**src/rtl/hamming_secded_engine.sv**
```systemverilog
// Extended-Hamming SECDED codec engine: bus master that streams NUM_MSG messages through byte-wide memory.
// Per message: 2*B_in reads + 1 calc + B_out writes + 1 step cycle; start is ignored while busy.
module hamming_secded_engine #(
   parameter int P        = 4,
   parameter int NUM_MSG  = 15,
   parameter int SRC_BASE = 0,
   parameter int DST_BASE = 30,
   parameter int ADDR_W   = 8
) (
   input  logic              clk,
   input  logic              reset,
   input  logic              start,
   input  logic              mode,
   output logic              busy,
   output logic              done,
   output logic [ADDR_W-1:0] mem_addr,
   output logic              mem_wr_en,
   output logic [7:0]        mem_wdata,
   input  logic [7:0]        mem_rdata,
   output logic [7:0]        err_single_cnt,
   output logic [7:0]        err_double_cnt
);
   localparam int N     = 1 << P;
   localparam int K     = N - P - 1;
   localparam int B_RAW = (K + 7) / 8;
   localparam int B_CW  = N / 8;
   localparam int B_DEC = (K + 9) / 8;
   localparam int W_DEC = 8 * B_DEC;

   typedef enum logic [2:0] {
      S_IDLE, S_RD_ADDR, S_RD_CAP, S_CALC, S_WRITE, S_NEXT, S_FIN
   } state_t;

   state_t            r_state, w_next;
   logic              r_mode, r_busy, r_done;
   logic [7:0]        r_msg;
   logic [2:0]        r_byte;
   logic [N-1:0]      r_inbuf, r_outbuf;
   logic [7:0]        r_single, r_double;

   logic [2:0]        w_b_in, w_b_out;
   logic              w_rd_last, w_wr_last;
   logic [ADDR_W-1:0] w_rd_addr, w_wr_addr;
   logic [P-1:0]      w_syn;
   logic              w_q;
   logic [1:0]        w_flags;
   logic [N-1:0]      w_corr, w_out;

   // Data bits occupy every non-power-of-two position in ascending order.
   function automatic logic [N-1:0] f_encode(input logic [K-1:0] d);
      logic [N-1:0] cw;
      logic         par;
      int           j;
      cw = '0;
      j  = 0;
      for (int pos = 1; pos < N; pos++) begin
         if ((pos & (pos - 1)) != 0) begin
            cw[pos] = d[j];
            j++;
         end
      end
      for (int b = 0; b < P; b++) begin
         par = 1'b0;
         for (int pos = 1; pos < N; pos++)
            if (((pos >> b) & 1) != 0) par = par ^ cw[pos];
         cw[1 << b] = par;
      end
      cw[0] = ^cw;
      return cw;
   endfunction

   function automatic logic [P-1:0] f_syndrome(input logic [N-1:0] cw);
      logic [P-1:0] s;
      s = '0;
      for (int b = 0; b < P; b++)
         for (int pos = 0; pos < N; pos++)
            if (((pos >> b) & 1) != 0) s[b] = s[b] ^ cw[pos];
      return s;
   endfunction

   function automatic logic [K-1:0] f_extract(input logic [N-1:0] cw);
      logic [K-1:0] d;
      int           j;
      d = '0;
      j = 0;
      for (int pos = 1; pos < N; pos++) begin
         if ((pos & (pos - 1)) != 0) begin
            d[j] = cw[pos];
            j++;
         end
      end
      return d;
   endfunction

   assign w_b_in    = r_mode ? 3'(B_CW)  : 3'(B_RAW);
   assign w_b_out   = r_mode ? 3'(B_DEC) : 3'(B_CW);
   assign w_rd_last = (r_byte == w_b_in - 3'd1);
   assign w_wr_last = (r_byte == w_b_out - 3'd1);
   assign w_rd_addr = ADDR_W'(SRC_BASE) + ADDR_W'(r_msg) * ADDR_W'(w_b_in) + ADDR_W'(r_byte);
   assign w_wr_addr = ADDR_W'(DST_BASE) + ADDR_W'(r_msg) * ADDR_W'(w_b_out) + ADDR_W'(r_byte);

   always_comb begin
      w_syn   = f_syndrome(r_inbuf);
      w_q     = ^r_inbuf;
      w_corr  = r_inbuf;
      w_flags = 2'b00;
      if (w_syn == '0) begin
         if (w_q) w_flags = 2'b01;
      end else if (w_q) begin
         w_corr[w_syn] = ~r_inbuf[w_syn];
         w_flags       = 2'b01;
      end else begin
         w_flags = 2'b10;
      end
      w_out = '0;
      if (r_mode) begin
         w_out[K-1:0]         = f_extract(w_corr);
         w_out[W_DEC-1 -: 2]  = w_flags;
      end else begin
         w_out = f_encode(r_inbuf[K-1:0]);
      end
   end

   always_ff @(posedge clk) begin
      if (!reset) r_state <= S_IDLE;
      else        r_state <= w_next;
   end

   always_comb begin
      w_next    = r_state;
      mem_wr_en = 1'b0;
      mem_addr  = '0;
      mem_wdata = '0;
      case (r_state)
         S_IDLE:    if (start) w_next = S_RD_ADDR;
         S_RD_ADDR: begin
            mem_addr = w_rd_addr;
            w_next   = S_RD_CAP;
         end
         S_RD_CAP:  w_next = w_rd_last ? S_CALC : S_RD_ADDR;
         S_CALC:    w_next = S_WRITE;
         S_WRITE: begin
            mem_wr_en = 1'b1;
            mem_addr  = w_wr_addr;
            mem_wdata = r_outbuf[8*r_byte +: 8];
            w_next    = w_wr_last ? S_NEXT : S_WRITE;
         end
         S_NEXT:    w_next = (r_msg == 8'(NUM_MSG - 1)) ? S_FIN : S_RD_ADDR;
         S_FIN:     w_next = S_IDLE;
         default:   w_next = S_IDLE;
      endcase
   end

   always_ff @(posedge clk) begin
      if (!reset) begin
         r_mode   <= 1'b0;
         r_busy   <= 1'b0;
         r_done   <= 1'b0;
         r_msg    <= '0;
         r_byte   <= '0;
         r_inbuf  <= '0;
         r_outbuf <= '0;
         r_single <= '0;
         r_double <= '0;
      end else begin
         case (r_state)
            S_IDLE: begin
               if (start) begin
                  r_mode   <= mode;
                  r_busy   <= 1'b1;
                  r_done   <= 1'b0;
                  r_msg    <= '0;
                  r_byte   <= '0;
                  r_single <= '0;
                  r_double <= '0;
               end
            end
            S_RD_CAP: begin
               r_inbuf[8*r_byte +: 8] <= mem_rdata;
               r_byte <= w_rd_last ? 3'd0 : r_byte + 3'd1;
            end
            S_CALC: begin
               r_outbuf <= w_out;
               if (r_mode) begin
                  if (w_flags == 2'b01 && r_single != 8'hFF) r_single <= r_single + 8'd1;
                  if (w_flags == 2'b10 && r_double != 8'hFF) r_double <= r_double + 8'd1;
               end
            end
            S_WRITE:   r_byte <= w_wr_last ? 3'd0 : r_byte + 3'd1;
            S_NEXT:    r_msg  <= r_msg + 8'd1;
            S_FIN: begin
               r_busy <= 1'b0;
               r_done <= 1'b1;
            end
            default: ;
         endcase
      end
   end

   assign busy           = r_busy;
   assign done           = r_done;
   assign err_single_cnt = r_single;
   assign err_double_cnt = r_double;
endmodule

```
**config.mk**
```make
export PLATFORM = sky130hd
export DESIGN_NAME = hamming_secded_engine
export DESIGN_NICKNAME = d
export VERILOG_FILES = /design/src/rtl/hamming_secded_engine.sv
export SDC_FILE = /design/constraint.sdc
export NUM_CORES = 1
export LEC_CHECK = 0
export CAP_MARGIN = 40
export CORE_MARGIN = 1
export CORE_UTILIZATION = 55
export CTS_BUF_LIST = sky130_fd_sc_hd__clkbuf_4 sky130_fd_sc_hd__clkbuf_8 sky130_fd_sc_hd__clkbuf_16
export CTS_CLUSTER_SIZE = 20
export DETAILED_ROUTE_END_ITERATION = 7
export PLACE_DENSITY = 0.77
export SETUP_SLACK_MARGIN = 0.1
export SLEW_MARGIN = 15
export SYNTH_ARGS = -nofsm -noshare
export SYNTH_HDL_FRONTEND = slang
export SYNTH_SLANG_ARGS = --single-unit
```
**constraint.sdc**
```tcl
create_clock -name clk -period 6.4 [get_ports clk]
set_clock_uncertainty 0.2 [all_clocks]
set_input_delay 1.28 -clock clk [delete_from_list [all_inputs] [get_ports clk]]
set_output_delay 1.28 -clock clk [all_outputs]
set_load 0.02 [all_outputs]
```
# After elaboration in Yosys (flattened, before gate mapping)

Index checks and enable logic that the tools add are counted.

Add/sub/neg operators: 26
Order comparisons: 32
Equal/unequal tests: 16
Shift operators: 3
Muxes and demuxes: 166
Bitwise logic cells: 56
Reduce and logical (&&, ||, !) cells: 28

Operators with widths:

| cell                    | number |
|---|---|
| $lt 32x6->1 const B     | 20 |
| $mux 32                 | 20 |
| $add 32x2->32 const B   | 18 |
| $ge 32x1->1 const B     | 10 |
| $bwmux 11               | 10 |
| $mux 11                 | 10 |
| $mux 1                  | 77 |
| $pmux 8 s2              | 4 |
| $xor 1x1->1             | 55 |
| $mux 8                  | 6 |
| $bmux 1 s4              | 11 |
| $demux 1 s4             | 11 |
| $neg 6->34              | 1 |
| $shift 8x34->16 const A | 1 |
| $shiftx 8x34->16        | 1 |
| $bwmux 16               | 2 |
| $mux 16                 | 2 |
| $reduce_xor 16->1       | 2 |
| $add 8x1->8 const B     | 3 |
| $pmux 3 s6              | 1 |
| $add 8x3->8             | 2 |
| $ne 8x8->1 const B      | 2 |
| $shiftx 16x7->8         | 1 |
| $mux 3                  | 5 |
| 22 further kinds        | 52 |

Register bits after elaboration: 65
Logic and storage cells: 337

# Depth between registers and ports, before layout

Gate-level depths: netlist of the first run.

Word-level depth: 35
Mapped depth: 11
Gate-level depth less buffers: 11

# Worst setup path after synthesis of the first run

Ideal clock, no wire load.

Path kind: register to output
Start point: register r_byte[2]
End point: output mem_addr[6]
Data arrival time: 2241 ps
Data required time: 4920 ps
Setup slack: 2679 ps
Cell stages (with the launch flop): 11
Path buffers: 0
Cells stage by stage: dfxtp_1 inv_1 ha_1 inv_1 ha_1 fa_1 a21oi_1 nor2b_1 o21ai_0 a22oi_1 a21oi_1

Cells in the longest elaborated chain, start to end: 2

RTL lines:

| item                           | line    | RTL |
|---|---|---|
| start, declared                | 37      | `logic [2:0] r_byte;` |
| start signal, assigned         | 180     | `r_byte <= w_rd_last ? 3'd0 : r_byte + 3'd1;` |
| start signal, assigned         | 189     | `S_WRITE: r_byte <= w_wr_last ? 3'd0 : r_byte + 3'd1;` |
| $add 8x3->8 (on tied branches) | 100, 99 |  |
| $pmux 8 s2 (*)                 | 134     | `case (r_state)` |
| end, declared                  | 16      | `output logic [ADDR_W-1:0] mem_addr,` |

Every way passes the cells marked *; elsewhere a longest branch is shown, timed or not.

# Worst setup path after layout of the first run

Same ends and word-level chain as after synthesis.

==> impl_metrics.env, run 1 <==
export IMPL_maxSlewHeadroom_pct=44.33
export IMPL_row_count=32
export IMPL_die_h_um=93.14
export IMPL_fp_dieW_um=93.14
export IMPL_finalSetupViolCount=0
export IMPL_core_sq_um=7888
export IMPL_critical_path_class="flip-flop to output port"
export IMPL_initial_utilization_pct=57.92
export IMPL_critPathMaxStageDelay_ns=0.61
export IMPL_status="completed"
export IMPL_seq_power_share_pct=43.4
export IMPL_finalWirelength_um=11250
export IMPL_yosys_warnings=0
export IMPL_syn_inst=554
export IMPL_cts_num_sinks=65
export IMPL_cp_data_arrival_time_ns=3.22
export IMPL_hold_depth=2
export IMPL_cp_start_kind="flip-flop"
export IMPL_p_clk_share_pct=40.6
export IMPL_drt_iter0_markers=279
export IMPL_overflow=0
export IMPL_antenna_left=0
export IMPL_cts_tree="built"
export IMPL_grt_pass1_wl_um=18550
export IMPL_cts_max_path_buffers=2
export IMPL_cts_root_buf="clkbuf_8"
export IMPL_first_pass_iters=6
export IMPL_syn_nets=585
export IMPL_fin_cells=689
export IMPL_io_pins=47
export IMPL_cp_depth=11
export IMPL_place_inst=673
export IMPL_leakagePower_nw=1.848
export IMPL_switching_share_pct=27.50
export IMPL_syn2layout_area_growth_pct=14.87
export IMPL_insertion_delay_ns=0.35
export IMPL_syn_area_sq_um=4568
export IMPL_grt_max_degree=43
export IMPL_pwr_share_comb_pct=16.0
export IMPL_fin_hold_ws_ns=0.2549
export IMPL_antenna_found_initial=0
export IMPL_worstHoldEndpoint="r_outbuf[11]$_SDFFE_PN0P_"
export IMPL_drive_gt1_share_pct=7.155
export IMPL_path_buf_inv=3
export IMPL_gp_congestion=0.9434
export IMPL_htree_levels=3
export IMPL_min_delay_start="r_outbuf[11]$_SDFFE_PN0P_"
export IMPL_power_total_uw=977.7
export IMPL_path_delay_family="adder cells"
export IMPL_routedWlPerCell_um=16.33
export IMPL_fin_crit_ns=4.704
export IMPL_die_area_sq_um=8674
export IMPL_ys_ff_latch=65
export IMPL_grt_pass1_vias=3846
export IMPL_synthDistinctLibCells=65
export IMPL_synthFlopType="dfxtp_1"
export IMPL_clk_transition_reported_paths_ns=0.07
export IMPL_synth_yosys_seq_area_share_pct=28.49
export IMPL_cts_hold_repair_buffers=0
export IMPL_crit_required_ns=4.92
export IMPL_finalHoldViolCount=0
export IMPL_grt_setup_unrepaired="no"
export IMPL_dpl_hpwl_um=8130
export IMPL_worst_pin_slew_ns=0.8287
export IMPL_synth_avg_cell_area_sq_um=8.246
export IMPL_synth_edf_count=0
export IMPL_vdd_drop_max_mv=0.1398
export IMPL_switchingPower_uw=268.9
export IMPL_intPower_uw=708.8
export IMPL_final_nets=613
export IMPL_cpMaxStageDelayCell="clkdlybuf4s50_1"
export IMPL_drc_errors=0
export IMPL_worst_hold_path_type="flip-flop to flip-flop"
export IMPL_maxCapViolations=0
export IMPL_diodes=0
export IMPL_numCtsBuffers=9
export IMPL_viasPerCell=6.152
export IMPL_via_count=4239
export IMPL_final_period_utilization_pct=73.49
export IMPL_max_freq_ghz=0.2126
export IMPL_grtUsageTotal_pct=27.01
export IMPL_reg2reg_setup_slack_ns=3.32
export IMPL_cp_cell_sequence="inv_1 -> ha_1 -> inv_1 -> ha_1 -> fa_1 -> a21oi_1 -> nor2b_1 -> o21ai_0 -> a22oi_1 -> a21oi_1 -> clkdlybuf4s50_1"
export IMPL_crit_path_end_kind="output port"
export IMPL_critical_path_max_fanout=6
export IMPL_cts_setup_buffers=0
export IMPL_cts_resized=0
export IMPL_fin_tns_setup_ns=0
export IMPL_r2r_end="r_inbuf[5]$_SDFFE_PN0P_"
export IMPL_drv_slew=0
export IMPL_p_per_area_nw_per_um2=186.3
export IMPL_port_buffers=46
export IMPL_synthArstFlopShare_pct=0
export IMPL_ff2ff_path_depth=7
export IMPL_rr_startpoint="r_byte[0]$_SDFFE_PN0P_"
==> power groups by stage <==
stage | clock network [mW] | logic [mW] | registers (mW)
after CTS | 0.403 | 0.155 | 0.424
final | 0.397 | 0.156 | 0.425
after global routing | 0.420 | 0.171 | 0.426
after global placement | 0 | 0.152 | 0.434
after floorplan | 0 | 0.125 | 0.425
after detailed placement | 0 | 0.154 | 0.434
==> how the worst max path moves through the flow <==
stage                            from     endpoint  slack (ns)
4_1_cts        r_byte[2]$_SDFFE_PN0P_  mem_addr[6]        1.68
5_1_grt        r_byte[2]$_SDFFE_PN0P_  mem_addr[6]        1.49
3_3_place_gp   r_byte[2]$_SDFFE_PN0P_  mem_addr[6]        2.20
2_1_floorplan  r_byte[2]$_SDFFE_PN0P_  mem_addr[6]        2.68
3_5_place_dp   r_byte[2]$_SDFFE_PN0P_  mem_addr[6]        2.07
6_report       r_byte[2]$_SDFFE_PN0P_  mem_addr[6]        1.70
==> worst reg2reg max path, cell delays in order (launching register included) <==
cell and delay, ns:
dfxtp_1 0.77, inv_1 0.21, ha_1 0.39, nor4_1 0.28
nand2_1 0.11, nor2_1 0.64, mux2i_1 0.28, nor2_1 0.06
==> state kept, by name, indices dropped and copies added, names as in the netlist <==
register        count
busy                1
err_double_cnt      8
done                1
r_inbuf            16
r_state             3
r_outbuf           16
err_single_cnt      8
r_byte              3
r_mode              1
r_msg               8
==> per-stage QoR <==
step | setup slack, ns | utilization (%) | area, sq um
2_1_floorplan | 2.679 | - | 4568
3_3_place_gp | 2.198 | 63.69 | 5024
3_5_place_dp | 2.072 | 63.69 | 5024
4_1_cts | 1.684 | 66.53 | 5248
5_1_grt | 1.490 | 66.53 | 5248
6_report | 1.696 | 66.53 | 5248
==> layout by cell type, fill, tap and decap left out, drive strengths merged, types with 9 or more instances in the layout <==
cell type       n
or3            11
mux2i          23
nor2           54
dfxtp          65
o22ai           9
nor4           10
ha             17
xnor2          29
a21oi          47
a31oi           9
xor2           19
nand3          33
inv            24
nor3           12
clkbuf         11
nand2          43
clkdlybuf4s50  46
o21ai          30
==> routing by layer <==
| layer | vias to the layer above | track usage (%) | wire (um) |
|---|---|---|---|
| met1 | 2011 | 35.01 | 5077 |
| met4 | 0 | 9.231 | 212 |
| li1 | 2055 | - | - |
| met5 | - | 0 | 0 |
| met3 | 26 | 5.772 | 722 |
| met2 | 147 | 44.42 | 5241 |
==> cells by family (layout without fill, tap and decap cells) <==
logic type,Yosys count,after routing,share of synthesized area (%)
mux,24,24,5.286
simple gates,189,189,19.80
compound gates,142,142,20.13
xor+xnor,56,56,14.87
flops,65,65,28.49
fa+ha+maj,21,21,5.971
buf+inv,57,90,5.451
==> synthesized netlist by cell type, types with 11 or more instances <==
cell	n	area share, %
or3_1	11	1.5
mux2i_1	23	5.0
inv_1	24	2.0
dfxtp_1	65	28
ha_1	17	4.7
xor2_1	16	3.1
o21ai_0	29	3.2
nand3_1	33	3.6
nor2_1	54	4.4
a21oi_1	46	5.0
clkbuf_1	22	1.8
nand2_1	43	3.5
xnor2_1	24	4.6
==> layout make-up <==
class,instances,area [sq um]
clock inverter,5,78.83
multi-input combinational,432,3018
tap,102,127.6
sequential,65,1301
inverter,25,93.84
timing repair buffer,49,483.0
fill,665,2640
clock buffer,11,145.1
Power figures use the tool's default switching activity.
==> run 2, diff against run 1 <==
--- a/config.mk
+++ b/config.mk
@@ -7,11 +7,11 @@
 export LEC_CHECK = 0
 export CAP_MARGIN = 40
 export CORE_MARGIN = 1
-export CORE_UTILIZATION = 55
+export CORE_UTILIZATION = 52
 export CTS_BUF_LIST = sky130_fd_sc_hd__clkbuf_4 sky130_fd_sc_hd__clkbuf_8 sky130_fd_sc_hd__clkbuf_16
 export CTS_CLUSTER_SIZE = 20
 export DETAILED_ROUTE_END_ITERATION = 7
-export PLACE_DENSITY = 0.77
+export PLACE_DENSITY = 0.76
 export SETUP_SLACK_MARGIN = 0.1
 export SLEW_MARGIN = 15
 export SYNTH_ARGS = -nofsm -noshare
==> constraint.sdc (replaced) <==
create_clock -name clk -period 4.18 [get_ports clk]
set_clock_uncertainty 0.2 [all_clocks]
set_input_delay 0.836 -clock clk [delete_from_list [all_inputs] [get_ports clk]]
set_output_delay 0.836 -clock clk [all_outputs]
set_load 0.02 [all_outputs]
==> run 2 against run 1 <==
  * Non-clock buffer count up 2
  * Final cell count rose by 0.44%
  * Global-route usage decreased by 0.56 points
  * Sequential power grew 53%
  * Total power is 40% higher
  * Sequential cell count unchanged
  * Combinational power grew 58%
  * First-iteration DRC count increased by 27%
  * Worst setup slack got worse by 1.4 ns
  * Hold slack gained 0.0037 ns
  * Largest power group unchanged
  * Register-to-register slack worse by 2.3 ns
==> impl_metrics.env, run 2 (synthesis gave the netlist of run 1 again) <==
export IMPL_status="completed"
export IMPL_drt_iter0_markers=355
export IMPL_fp_dieW_um=95.73
export IMPL_cts_num_sinks=65
export IMPL_insertion_delay_ns=0.33
export IMPL_placed_cell_area_sq_um=5042
export IMPL_critical_path_class="flip-flop to output port"
export IMPL_intPower_uw=969.3
export IMPL_clk_transition_reported_paths_ns=0.07
export IMPL_numCtsBuffers=9
export IMPL_fillerInstances=731
export IMPL_cpMaxStageDelayCell="dfxtp_2"
export IMPL_r2r_end="r_inbuf[0]$_SDFFE_PN0P_"
export IMPL_overflow=0
export IMPL_die_area_sq_um=9163
export IMPL_worst_pin_slew_ns=0.8520
export IMPL_grt_busiest_layer="met2"
export IMPL_maxCapViolations=0
export IMPL_cts_root_buf="clkbuf_8"
export IMPL_final_nets=615
export IMPL_finalHoldViolCount=0
export IMPL_place_ws_ns=0.2818
export IMPL_hold_depth=2
export IMPL_use_met2_pct=44.52
export IMPL_finalWirelength_um=11370
export IMPL_finalSetupViolCount=0
export IMPL_grt_max_degree=28
export IMPL_grtUsageMet3_pct=4.660
export IMPL_seq_power_share_pct=47.5
export IMPL_grt_pass1_wl_um=18750
export IMPL_fin_crit_ns=3.871
export IMPL_port_buffers=46
export IMPL_pwr_share_comb_pct=18.0
export IMPL_cp_start_kind="flip-flop"
export IMPL_cp_cell_sequence="inv_1 -> ha_1 -> inv_1 -> ha_1 -> fa_1 -> a21oi_1 -> nor2b_1 -> o21ai_0 -> a22oi_1 -> a21oi_1 -> clkdlybuf4s15_1"
export IMPL_place_inst=678
export IMPL_grtUsageTotal_pct=26.45
export IMPL_ff2ff_path_depth=7
export IMPL_drive_gt1_share_pct=7.496
export IMPL_maxSlewHeadroom_pct=43.04
export IMPL_htree_levels=3
export IMPL_critPathMaxStageDelay_ns=0.42
export IMPL_critical_path_max_fanout=6
export IMPL_reg_largest_list="r_inbuf x16, r_outbuf x16"
export IMPL_final_common_cell="dfxtp_1"
export IMPL_vdd_drop_max_mv=0.2305
export IMPL_drc_errors=0
export IMPL_cts_setup_buffers=0
export IMPL_regArea_sq_um=1304
export IMPL_fin_ws_ns=0.3086
export IMPL_fin_tns_setup_ns=0
export IMPL_die_h_um=95.73
export IMPL_reg2reg_setup_slack_ns=1.07
export IMPL_cp_data_arrival_time_ns=2.84
export IMPL_dpl_hpwl_um=8504
export IMPL_switchingPower_uw=399.7
export IMPL_multi_input_area_sq_um=3018
export IMPL_viasPerCell=6.114
export IMPL_drv_slew=0
export IMPL_p_clk_share_pct=34.5
export IMPL_fin_cells=692
export IMPL_final_cell_mix="dfxtp_1 (63), nor2_1 (54), a21oi_1 (46)"
export IMPL_first_pass_iters=6
export IMPL_final_period_utilization_pct=92.62
export IMPL_cts_tree="built"
export IMPL_worstHoldEndpoint="r_outbuf[11]$_SDFFE_PN0P_"
export IMPL_via_count=4231
export IMPL_routedWlPerCell_um=16.43
export IMPL_crit_path_end_kind="output port"
export IMPL_rr_startpoint="r_byte[0]$_SDFFE_PN0P_"
export IMPL_max_freq_ghz=0.2583
export IMPL_row_count=33
export IMPL_min_delay_start="r_outbuf[11]$_SDFFE_PN0P_"
export IMPL_initial_utilization_pct=54.77
export IMPL_grt_setup_unrepaired="no"
export IMPL_cts_hold_repair_buffers=0
export IMPL_grt_pass1_vias=3866
export IMPL_antenna_left=0
export IMPL_diodes=0
export IMPL_syn2layout_area_growth_pct=14.19
export IMPL_p_per_area_nw_per_um2=262.5
export IMPL_core_sq_um=8341
export IMPL_io_pins=47
export IMPL_cts_max_path_buffers=2
export IMPL_use_met1_pct=34.48
export IMPL_design_area_sq_um=5216
export IMPL_switching_share_pct=29.20
export IMPL_gp_congestion=0.9072
export IMPL_worst_hold_path_type="flip-flop to flip-flop"
export IMPL_antenna_found_initial=0
export IMPL_crit_required_ns=3.14
export IMPL_leakagePower_nw=1.849
## run 2: layout make-up
type	count	share of cell area (%)
clock buffer	11	2.902
clock inverter	3	0.3358
inverter	25	1.799
multi-input combinational	432	57.86
sequential	65	24.99
tap	105	2.519
timing repair buffer	51	9.595
## run 2: stage by stage
| stage | util (%) | hold slack, ns | power, mW |
|---|---|---|---|
| CTS | 62.50 | 0.2550 | 1.372 |
| detailed placement | 60.46 | 0.2470 | 0.9062 |
| global placement | 60.46 | 0.2386 | 0.9004 |
| global route | 62.54 | 0.2977 | 1.425 |
| finish | 62.54 | 0.2586 | 1.369 |
| floorplan | - | 0.2316 | 0.8409 |
## run 2: repair_timing
action	4_1_cts	5_1_grt
cloned	0	0
endpoints found under the setup margin	2	2
pin swaps	0	0
gates resized for setup	3	3
## run 2: power by group through the flow
stage	registers (mW)	clock network, mW	logic (mW)
4_1_cts	0.650	0.477	0.244
2_1_floorplan	0.650	0	0.191
5_1_grt	0.652	0.506	0.267
3_3_place_gp	0.663	0	0.237
6_report	0.651	0.472	0.246
3_5_place_dp	0.664	0	0.242
## run 2: worst max-delay path: cells and delay by family, from the launching register on
kind / cells / cell delay (ns)
adder cells (fa/ha/maj): 3 / 0.94
AND/OR/NAND/NOR: 1 / 0.07
buffers and inverters: 3 / 0.48
AO/OA/AOI/OAI: 4 / 0.58
flip-flops: 1 / 0.42
## run 2: metal layers
| layer | routed length, um | up-vias |
|---|---|---|
| met5 | 0 | - |
| met4 | 205 | 0 |
| met3 | 629 | 25 |
| met2 | 5393 | 176 |
| met1 | 5142 | 1975 |
| li1 | - | 2055 |
## run 2: worst max-delay path by stage
stage	cells past startpoint	to	slack, ns	startpoint
after global placement	11	mem_addr[6]	0.42	r_byte[2]$_SDFFE_PN0P_
after floorplan	10	mem_addr[6]	0.90	r_byte[2]$_SDFFE_PN0P_
after detailed placement	11	mem_addr[6]	0.28	r_byte[2]$_SDFFE_PN0P_
final	11	mem_addr[6]	0.31	r_byte[2]$_SDFFE_PN0P_
after CTS	11	mem_addr[7]	0.13	r_byte[2]$_SDFFE_PN0P_
after global routing	11	mem_addr[6]	0.11	r_byte[2]$_SDFFE_PN0P_
==> run 3, diff against run 2 <==
--- a/config.mk
+++ b/config.mk
@@ -5,7 +5,7 @@
 export SDC_FILE = /design/constraint.sdc
 export NUM_CORES = 1
 export LEC_CHECK = 0
-export CAP_MARGIN = 40
+export CORE_ASPECT_RATIO = 1.25
 export CORE_MARGIN = 1
 export CORE_UTILIZATION = 52
 export CTS_BUF_LIST = sky130_fd_sc_hd__clkbuf_4 sky130_fd_sc_hd__clkbuf_8 sky130_fd_sc_hd__clkbuf_16
==> run 3 against run 2 <==
  * Fmax grew 0.96%
  * Clock-buffer cell count grew 2
  * Hold slack lost 0.0076 ns
  * Clock power grew 32%
  * Register-to-register slack lost 0.02 ns
  * Non-clock buffer count is the same
  * Critical path depth is the same
  * Sequential power is essentially flat
  * Critical endpoint unchanged
  * Highest routed layer unchanged
==> impl_metrics.env, run 3 (synthesis gave the netlist of run 1 again) <==
export IMPL_status="completed"
export IMPL_final_cell_mix="dfxtp_1 (63), nor2_1 (54), a21oi_1 (46)"
export IMPL_grt_setup_unrepaired="no"
export IMPL_hold_depth=2
export IMPL_grt_pass1_wl_um=19020
export IMPL_gp_congestion=0.9377
export IMPL_grt_pass1_vias=3966
export IMPL_syn2layout_area_growth_pct=15.89
export IMPL_fin_ws_ns=0.3453
export IMPL_drv_slew=0
export IMPL_final_common_cell="dfxtp_1"
export IMPL_final_period_utilization_pct=91.74
export IMPL_crit_required_ns=3.14
export IMPL_via_count=4185
export IMPL_multi_input_area_sq_um=3018
export IMPL_overflow=0
export IMPL_worst_hold_path_type="flip-flop to flip-flop"
export IMPL_reg_largest_list="r_inbuf x16, r_outbuf x16"
export IMPL_p_per_area_nw_per_um2=286.6
export IMPL_cts_tree="built"
export IMPL_io_pins=47
export IMPL_final_nets=615
export IMPL_power_total_mw=1.517
export IMPL_antenna_found_initial=0
export IMPL_fin_tns_setup_ns=0
export IMPL_cts_root_buf="clkbuf_8"
export IMPL_reg2reg_setup_slack_ns=1.05
export IMPL_leakagePower_nw=1.886
export IMPL_ff2ff_path_depth=7
export IMPL_finalSetupViolCount=0
export IMPL_utilization_pct=63.18
export IMPL_maxCapViolations=0
export IMPL_finalHoldViolCount=0
export IMPL_numCtsBuffers=9
export IMPL_drt_iter0_markers=295
export IMPL_critical_path_class="flip-flop to output port"
export IMPL_routedWlPerCell_um=16.36
export IMPL_row_count=37
export IMPL_viasPerCell=5.936
export IMPL_regArea_sq_um=1304
export IMPL_drive_gt1_share_pct=7.653
export IMPL_finalWirelength_um=11530
export IMPL_cts_hold_repair_buffers=0
export IMPL_cp_data_arrival_time_ns=2.80
export IMPL_insertion_delay_ns=0.34
export IMPL_cp_start_kind="flip-flop"
export IMPL_die_h_um=106.8
export IMPL_drc_errors=0
export IMPL_die_area_sq_um=9166
export IMPL_antenna_left=0
export IMPL_first_pass_iters=5
export IMPL_place_ws_ns=0.3454
export IMPL_htree_levels=3
export IMPL_place_inst=690
export IMPL_fin_cells=705
export IMPL_fin_hold_ws_ns=0.2509
export IMPL_port_buffers=46
export IMPL_fp_dieW_um=85.83
export IMPL_worst_pin_slew_ns=0.8572
export IMPL_grtUsageTotal_pct=26.45
export IMPL_vdd_drop_max_mv=0.2309
export IMPL_cts_max_path_buffers=2
export IMPL_core_sq_um=8379
export IMPL_dpl_hpwl_um=8401
export IMPL_max_freq_ghz=0.2608
export IMPL_diodes=0
export IMPL_clk_transition_reported_paths_ns=0.07
export IMPL_critical_path_max_fanout=6
export IMPL_fin_crit_ns=3.835
export IMPL_initial_utilization_pct=54.52
export IMPL_crit_path_end_kind="output port"
export IMPL_cts_num_sinks=65
export IMPL_placed_cell_area_sq_um=5057
export IMPL_design_area_sq_um=5294
export IMPL_maxSlewHeadroom_pct=42.64
export IMPL_grt_max_degree=39
export IMPL_fillerInstances=751
## run 3: final timing paths
kind	startpoint	endpoint
min	r_outbuf[13]$_SDFFE_PN0P_	r_outbuf[13]$_SDFFE_PN0P_
max	r_byte[2]$_SDFFE_PN0P_	mem_addr[6]
max reg2reg	r_byte[0]$_SDFFE_PN0P_	r_inbuf[2]$_SDFFE_PN0P_
min reg2reg	r_outbuf[13]$_SDFFE_PN0P_	r_outbuf[13]$_SDFFE_PN0P_
## run 3: power breakdown
part           internal [mW]  switching (mW)  total (mW)
sequential             0.628          0.0226       0.651
clock                  0.389           0.233       0.622
combinational          0.101           0.143       0.245
total                   1.12           0.399        1.52
## run 3: area by class of cell
cell class	instances	share of cell area [%]
Sequential cell	65	24.63
Timing Repair Buffer	51	9.430
Multi-Input combinational cell	432	57.01
Inverter	25	1.773
Clock inverter	2	1.134
Clock buffer	13	3.262
Tap cell	117	2.765
## run 3: what timing repair did
item                                    CTS  global route
buffers inserted                          0             0
endpoints found under the setup margin    2             1
pin swaps                                 0             0
gates resized for setup                   3             1
## run 3: metal layers
layer / vias to the layer above / global-route usage, % / wire length, um
li1: 2042 / - / -
met1: 1982 / 32.26 / 4923
met2: 139 / 44.86 / 5748
met3: 22 / 5.081 / 572
met4: 0 / 12.14 / 289
met5: - / 0 / 0
## run 3: critical path, stage by stage (launching register included)
cell and delay, ns:
dfxtp_2 0.41, inv_1 0.12, ha_1 0.31, inv_1 0.04, ha_1 0.22, fa_1 0.42
a21oi_1 0.15, nor2b_1 0.07, o21ai_0 0.16, a22oi_1 0.08, a21oi_1 0.15, dlygate4sd2_1 0.34
